[src/rtl/reg_file_rename.sv]
// Architectural register file with per-register rename tags, written by ROB commit and read by the decoder.
// Optional same-cycle commit-to-read forwarding is enabled by defining REGFILE_COMMIT_BYPASS_EN.
module reg_file_rename #(
    parameter int REG_NUM   = 32,
    parameter int DATA_W    = 32,
    parameter int ROB_TAG_W = 4,
    localparam int IDX_W    = $clog2(REG_NUM)
) (
    input  logic                 clk,
    input  logic                 rst,
    input  logic                 rdy,

    input  logic [IDX_W-1:0]     in_decoder_reg1,
    output logic [DATA_W-1:0]    out_decoder_value1,
    output logic [ROB_TAG_W-1:0] out_decoder_tag1,
    input  logic [IDX_W-1:0]     in_decoder_reg2,
    output logic [DATA_W-1:0]    out_decoder_value2,
    output logic [ROB_TAG_W-1:0] out_decoder_tag2,

    input  logic                 in_fetcher_flag,
    input  logic [IDX_W-1:0]     in_decoder_rd,
    input  logic [ROB_TAG_W-1:0] in_decoder_rd_tag,

    input  logic [IDX_W-1:0]     in_rob_commit_index,
    input  logic [ROB_TAG_W-1:0] in_rob_commit_tag,
    input  logic [DATA_W-1:0]    in_rob_commit_value,
    input  logic                 in_rob_xbp,

    output logic [31:0]          out_commit_count
);

    typedef struct packed {
        logic [ROB_TAG_W-1:0] tag;
        logic [DATA_W-1:0]    value;
    } read_t;

    logic [DATA_W-1:0]    value_q [REG_NUM];
    logic [ROB_TAG_W-1:0] tag_q   [REG_NUM];

    logic  commit_active;
    logic  rename_active;
    logic  commit_clears_tag;
    read_t rd_port1;
    read_t rd_port2;

    // A rename squashed by a flush must not touch the tag table at all.
    assign commit_active = rdy && (in_rob_commit_index != '0);
    assign rename_active = rdy && in_fetcher_flag && (in_decoder_rd != '0) && !in_rob_xbp;

    // The commit only releases the tag if it is still the youngest producer and
    // no new producer is being renamed onto the same register this cycle.
    assign commit_clears_tag = commit_active
                            && (tag_q[in_rob_commit_index] == in_rob_commit_tag)
                            && !(rename_active && (in_decoder_rd == in_rob_commit_index));

    function automatic read_t read_port(input logic [IDX_W-1:0] r);
        read_t res;
        res.value = '0;
        res.tag   = '0;
        if (r != '0) begin
            res.value = value_q[r];
            res.tag   = tag_q[r];
`ifdef REGFILE_COMMIT_BYPASS_EN
            if (commit_active && (r == in_rob_commit_index) && (tag_q[r] == in_rob_commit_tag)) begin
                res.value = in_rob_commit_value;
                res.tag   = '0;
            end
`endif
        end
        return res;
    endfunction

    assign rd_port1 = read_port(in_decoder_reg1);
    assign rd_port2 = read_port(in_decoder_reg2);

    assign out_decoder_value1 = rd_port1.value;
    assign out_decoder_tag1   = rd_port1.tag;
    assign out_decoder_value2 = rd_port2.value;
    assign out_decoder_tag2   = rd_port2.tag;

    // NOTE: sequential state uses non-blocking assignments only, so every
    // read in this block sees the pre-edge value regardless of statement order.
    // NOTE: the value array is reset here because reset must return every
    // architectural register to zero, not just the tags.
    always_ff @(posedge clk) begin
        if (rst) begin
            for (int i = 0; i < REG_NUM; i++) begin
                value_q[i] <= '0;
                tag_q[i]   <= '0;
            end
            out_commit_count <= '0;
        end else if (rdy) begin
            if (commit_active) begin
                value_q[in_rob_commit_index] <= in_rob_commit_value;
                out_commit_count             <= out_commit_count + 32'd1;
            end
            if (in_rob_xbp) begin
                for (int i = 0; i < REG_NUM; i++) begin
                    tag_q[i] <= '0;
                end
            end else begin
                if (commit_clears_tag) begin
                    tag_q[in_rob_commit_index] <= '0;
                end
                if (rename_active) begin
                    tag_q[in_decoder_rd] <= in_decoder_rd_tag;
                end
            end
        end
    end

endmodule

[config.mk]
export PLATFORM = sky130hd
export DESIGN_NAME = reg_file_rename
export DESIGN_NICKNAME = d
export VERILOG_FILES = /design/src/rtl/reg_file_rename.sv
export SDC_FILE = /design/constraint.sdc
export NUM_CORES = 2
export LEC_CHECK = 0
export ABC_CLOCK_PERIOD_IN_PS = 6680
export CORE_ASPECT_RATIO = 0.8
export CORE_MARGIN = 3
export CORE_UTILIZATION = 55
export DETAILED_ROUTE_END_ITERATION = 8
export HOLD_SLACK_MARGIN = 0.12
export PLACE_DENSITY_LB_ADDON = 0.25
export SLEW_MARGIN = 10
export SYNTH_ARGS = -nofsm -noshare
export SYNTH_HDL_FRONTEND = slang
export SYNTH_SLANG_ARGS = --single-unit
[constraint.sdc]
create_clock -name clk -period 6.68 [get_ports clk]
set_input_delay 1.67 -clock clk [delete_from_list [all_inputs] [get_ports clk]]
set_output_delay 1.67 -clock clk [all_outputs]
set_load 0.05 [all_outputs]
# Word-level counts from Yosys, hierarchy flattened
# Memories as Yosys holds them, arrays and structs flattened.
# Index checks and enable logic that the tools add are counted.
# totals
register_bits	32
ramBits	1152
in_bits	65
output_inout_bits	104
word_cells	118
memories	2
# mem_list
name	depth	word_bits	rd	rd_clocked_by_memory_dff	write_ports	line_no	rtl
value_q	32	32	2	0	32	37	logic [DATA_W-1:0] value_q [REG_NUM];
tag_q	32	4	3	0	32	38	logic [ROB_TAG_W-1:0] tag_q [REG_NUM];
# op_classes
add_sub_neg	1
eq_ne	2
muxes	63
bitwise_logic	32
reduce_logical	17
# ops
operator	n
4-bit 2-to-1 mux	34
36-bit 2-to-1 mux	2
32-bit by 1-bit adder with 32-bit output, second input constant	1
32-bit 2-to-1 mux	1
1-bit bitwise OR	32
32-bit OR reduction	1
1-bit 2-to-1 mux	23
5-bit nonzero test	4
5-bit 2-to-1 mux	3
4-bit OR reduction	2
1-bit logical AND	7
5-bit equality test	1
4-bit equality test	1
1-bit logical NOT	2
2-bit AND reduction	1

# Longest topological paths before layout
# logic_depth
ltp_word	13
ltp_mapped	11
ltp_nobuf	6

# Worst setup path after synthesis
# Ideal clock, no wire load.
# synth_timing
path_type	input -> output
startpoint	input in_decoder_reg2[0]
endpoint	output out_decoder_tag2[0]
arrival_ns	4.329
t_required_ns	5.010
setup_slack_ns	0.681
cell_stages	7
n_path_buf	3
path_cell_list	clkbuf_1 > buf_1 > buf_1 > mux4_2 > mux4_2 > mux2i_1 > nor2_1
# synth_between
elab_chain_cells	2
word_cells_on_any_way	3
classes_between	mux (1); reduce/logical (1); memory (1)
# synth_lines
item	line_no	rtl
from (decl)	16	input logic [IDX_W-1:0] in_decoder_reg2,
memory read 32 x 4 bit or 5-bit nonzero test (tied branches)	n/a	
36-bit 2-to-1 mux *	60	if (r != '0) begin
to (decl)	18	output logic [ROB_TAG_W-1:0] out_decoder_tag2,
# Every way passes the cells marked *; elsewhere a longest branch is shown, timed or not.

# Final worst setup path
# layout_timing
startpoint	input in_decoder_reg1[0]
endpoint	output out_decoder_value1[29]
# layout_between
elab_chain_cells	2
word_cells_on_any_way	3
classes_between	mux (1); reduce/logical (1); memory (1)
# layout_lines
item	line_no	rtl
from (decl)	13	input logic [IDX_W-1:0] in_decoder_reg1,
memory read 32 x 32 bit or 5-bit nonzero test (tied branches)	n/a	
36-bit 2-to-1 mux *	60	
to (decl)	14	output logic [DATA_W-1:0] out_decoder_value1,
# Marks and branches as above.

==> metrics.txt <==
first drt pass iteration count 6; PwrDens 253 nW/um^2; core area 115,000 um^2; Fillers 8,114; period utilization 95.5%; fmax 0.157 GHz; overall global routing resource usage 35.2%; outcome complete, no violations; Synth warnings 0; global route overflow 0; CP arrival 4.71 ns; average wire per standard cell 36.5 um; FF+latch count, synth 1,184; hold crit path type flop to flop; # rows 111; cell area after synthesis 64,200 um^2; average via count per standard cell 7.12; worst path required time 5.01 ns; Clk Latency, worst-skew pair 0.73 ns; Max VDD drop 257 uV; CTS tree built; # Post-CTS Setup Buffers 0; I/O pin count 169; Die H 312 um; H-tree Lvls 3; final hold violations 0; Setup Skew 0.0207 ns; largest net degree at the start of global routing 60; largest area contributor in the netlist edfxtp_1; fin cells 5,799; setup TNS 0 ns; IO Port Bufs 168; vias in the first global route 40,508; placed cell area 68,200 um^2; RSZ-0062 raised after global routing no; Routed WL 212 mm; Die X-Extent 388 um; Max-cap violations 0; Util after Layout 62.6%; area of the multi-input gates 27,500 um^2; CTS Buf Count 117; die area 121,000 um^2; Avg Inst Size Synth 15.7 um^2; Max-slew headroom 23.9%; fraction of registers with async set or reset after synthesis 0%; detailed-route DRC error count 0; Cells after DPL 5,567; Crit Path Max Fanout 54; CP endpoint kind primary output; nets@finish 4,227; ys flop type edfxtp_1; register area share after synthesis 54.9%; Leak 24.6 nW; layout cells sized above 1 29.4%; startpoint types primary input; Setup Viol. Count Final 0; Reg area 35,200 um^2; initial core utilization 55.7%; Iteration-0 DRC Markers 7,076; global-route wire length before repair 302 mm; CTS root buf clkbuf_16; DPL Wire Length 127 mm; Final Max Slew Viols 0; Area Growth Syn to Fin 12.2%; clock sinks 1,184; Worst-path clk slew 0.07 ns; Crit Path Class primary input to primary output; Area contributors post-synth edfxtp_1 54%, mux4_2 25%, and2_1 9.7%; fin crit period 6.38 ns; Synth top area share 53.9%; EDFF count, synth 1,152; post-route cell area 72,000 um^2; Max Root-Sink Buffers 3; Slew @ Worst Pin 1.14 ns; Vias 41,268; hold buffers post-CTS 0; Synth cell types 48; initial antenna violation count 13; Mapped Cells 4,092; Final ANT Viol Nets 0; CTS resizes 0; total power 0.0182 W; GP Congestion 0.970
[per-layer routing]
| layer | track usage (%) | vias up | wire (um) |
|---|---|---|---|
| li1 | - | 16058 | - |
| met1 | 49.6 | 21213 | 77300 |
| met2 | 51.6 | 3468 | 94300 |
| met3 | 11.9 | 527 | 31700 |
| met4 | 13.0 | 2 | 8500 |
| met5 | 0 | - | 13 |
[cell type report]
type	count	area share, %
inverter	8	0.0417
clock inverter	71	0.891
multi-input combinational	2491	38.2
antenna	10	0.0347
sequential	1184	48.9
clock buffer	151	4.41
timing repair buffer	359	4.81
tap	1525	2.65
[registers in the layout, indices dropped and copies added (netlist names)]
| name | cells |
|---|---|
| out_commit_count | 32 |
| tag_q | 128 |
| value_q | 1024 |
[through the flow]
stage | hold slack, ns | setup WS (ns)
CTS | 0.531 | 0.286
finish | 0.528 | 0.301
global placement | 0.501 | 0.341
detailed placement | 0.509 | 0.271
global route | 0.542 | 0.190
floorplan | 0.736 | 0.681
[synth_stat cells (30+ instances only)]
cell      instances
a31o_1           30
and2_1          994
buf_1            61
clkbuf_1        364
dfxtp_1          32
edfxtp_1       1152
mux2i_1         137
mux4_2          720
nand2_1          38
nor2_1          217
nor3_1           51
nor4_1           35
o22ai_1          32
or2_2            37
[cells by family (layout without fill, tap and decap cells)]
kind of cell	count (synthesis)	after routing	share of synthesized area (%)
and+or+nand+nor	1464	1464	13.3
DFF	1184	1184	54.9
muxes	857	857	27.4
buffers and inverters	452	589	2.78
AOI/OAI and AO/OA	101	101	1.11
xor gates and xnor gates	32	32	0.437
adders and majority gates	1	1	0.0195
other	1	46	0.00584
[critical path: stages]
cell     delay [ns]
buf_8          0.50
buf_4          0.41
buf_4          0.26
mux4_2         0.53
mux4_2         0.49
mux2i_1        0.31
nor2_1         0.18
buf_4          0.27
[power by group]
group	internal, W	switching (W)	leakage [nW]
clock	0.00374	0.00294	1.86
sequential	0.00856	0.000239	11.3
combinational	0.00114	0.00159	11.5
total	0.0134	0.00477	24.6
[worst paths after layout]
check	startpoint	end	slack (ns)	depth (start not counted)
max	in_decoder_reg1[0]	out_decoder_value1[29]	0.30	8
min	out_commit_count[31]$_SDFFE_PP0P_	out_commit_count[31]$_SDFFE_PP0P_	0.53	2
max reg2reg	tag_q[8][0]$_SDFFCE_PN0P_	tag_q[28][1]$_SDFFCE_PN0P_	3.17	7
min reg2reg	out_commit_count[31]$_SDFFE_PP0P_	out_commit_count[31]$_SDFFE_PP0P_	0.53	2
[cells in the final DEF (no fill, tap or decap), types with 32 or more instances in the layout]
master / netlist / layout
edfxtp_1: 1152 / 1152
and2_1: 994 / 994
clkdlybuf4s50_1: 0 / 86
nor4_1: 35 / 35
clkbuf_16: 0 / 120
buf_12: 0 / 41
nor3_1: 51 / 51
conb_1: 1 / 36
or2_2: 37 / 37
dfxtp_1: 32 / 32
nor2_1: 217 / 184
o22ai_1: 32 / 32
buf_4: 3 / 226
nor2_4: 0 / 33
mux2i_1: 137 / 137
nand2_1: 38 / 38
mux4_2: 720 / 720
Note: power is estimated with default switching activity, not from simulation.
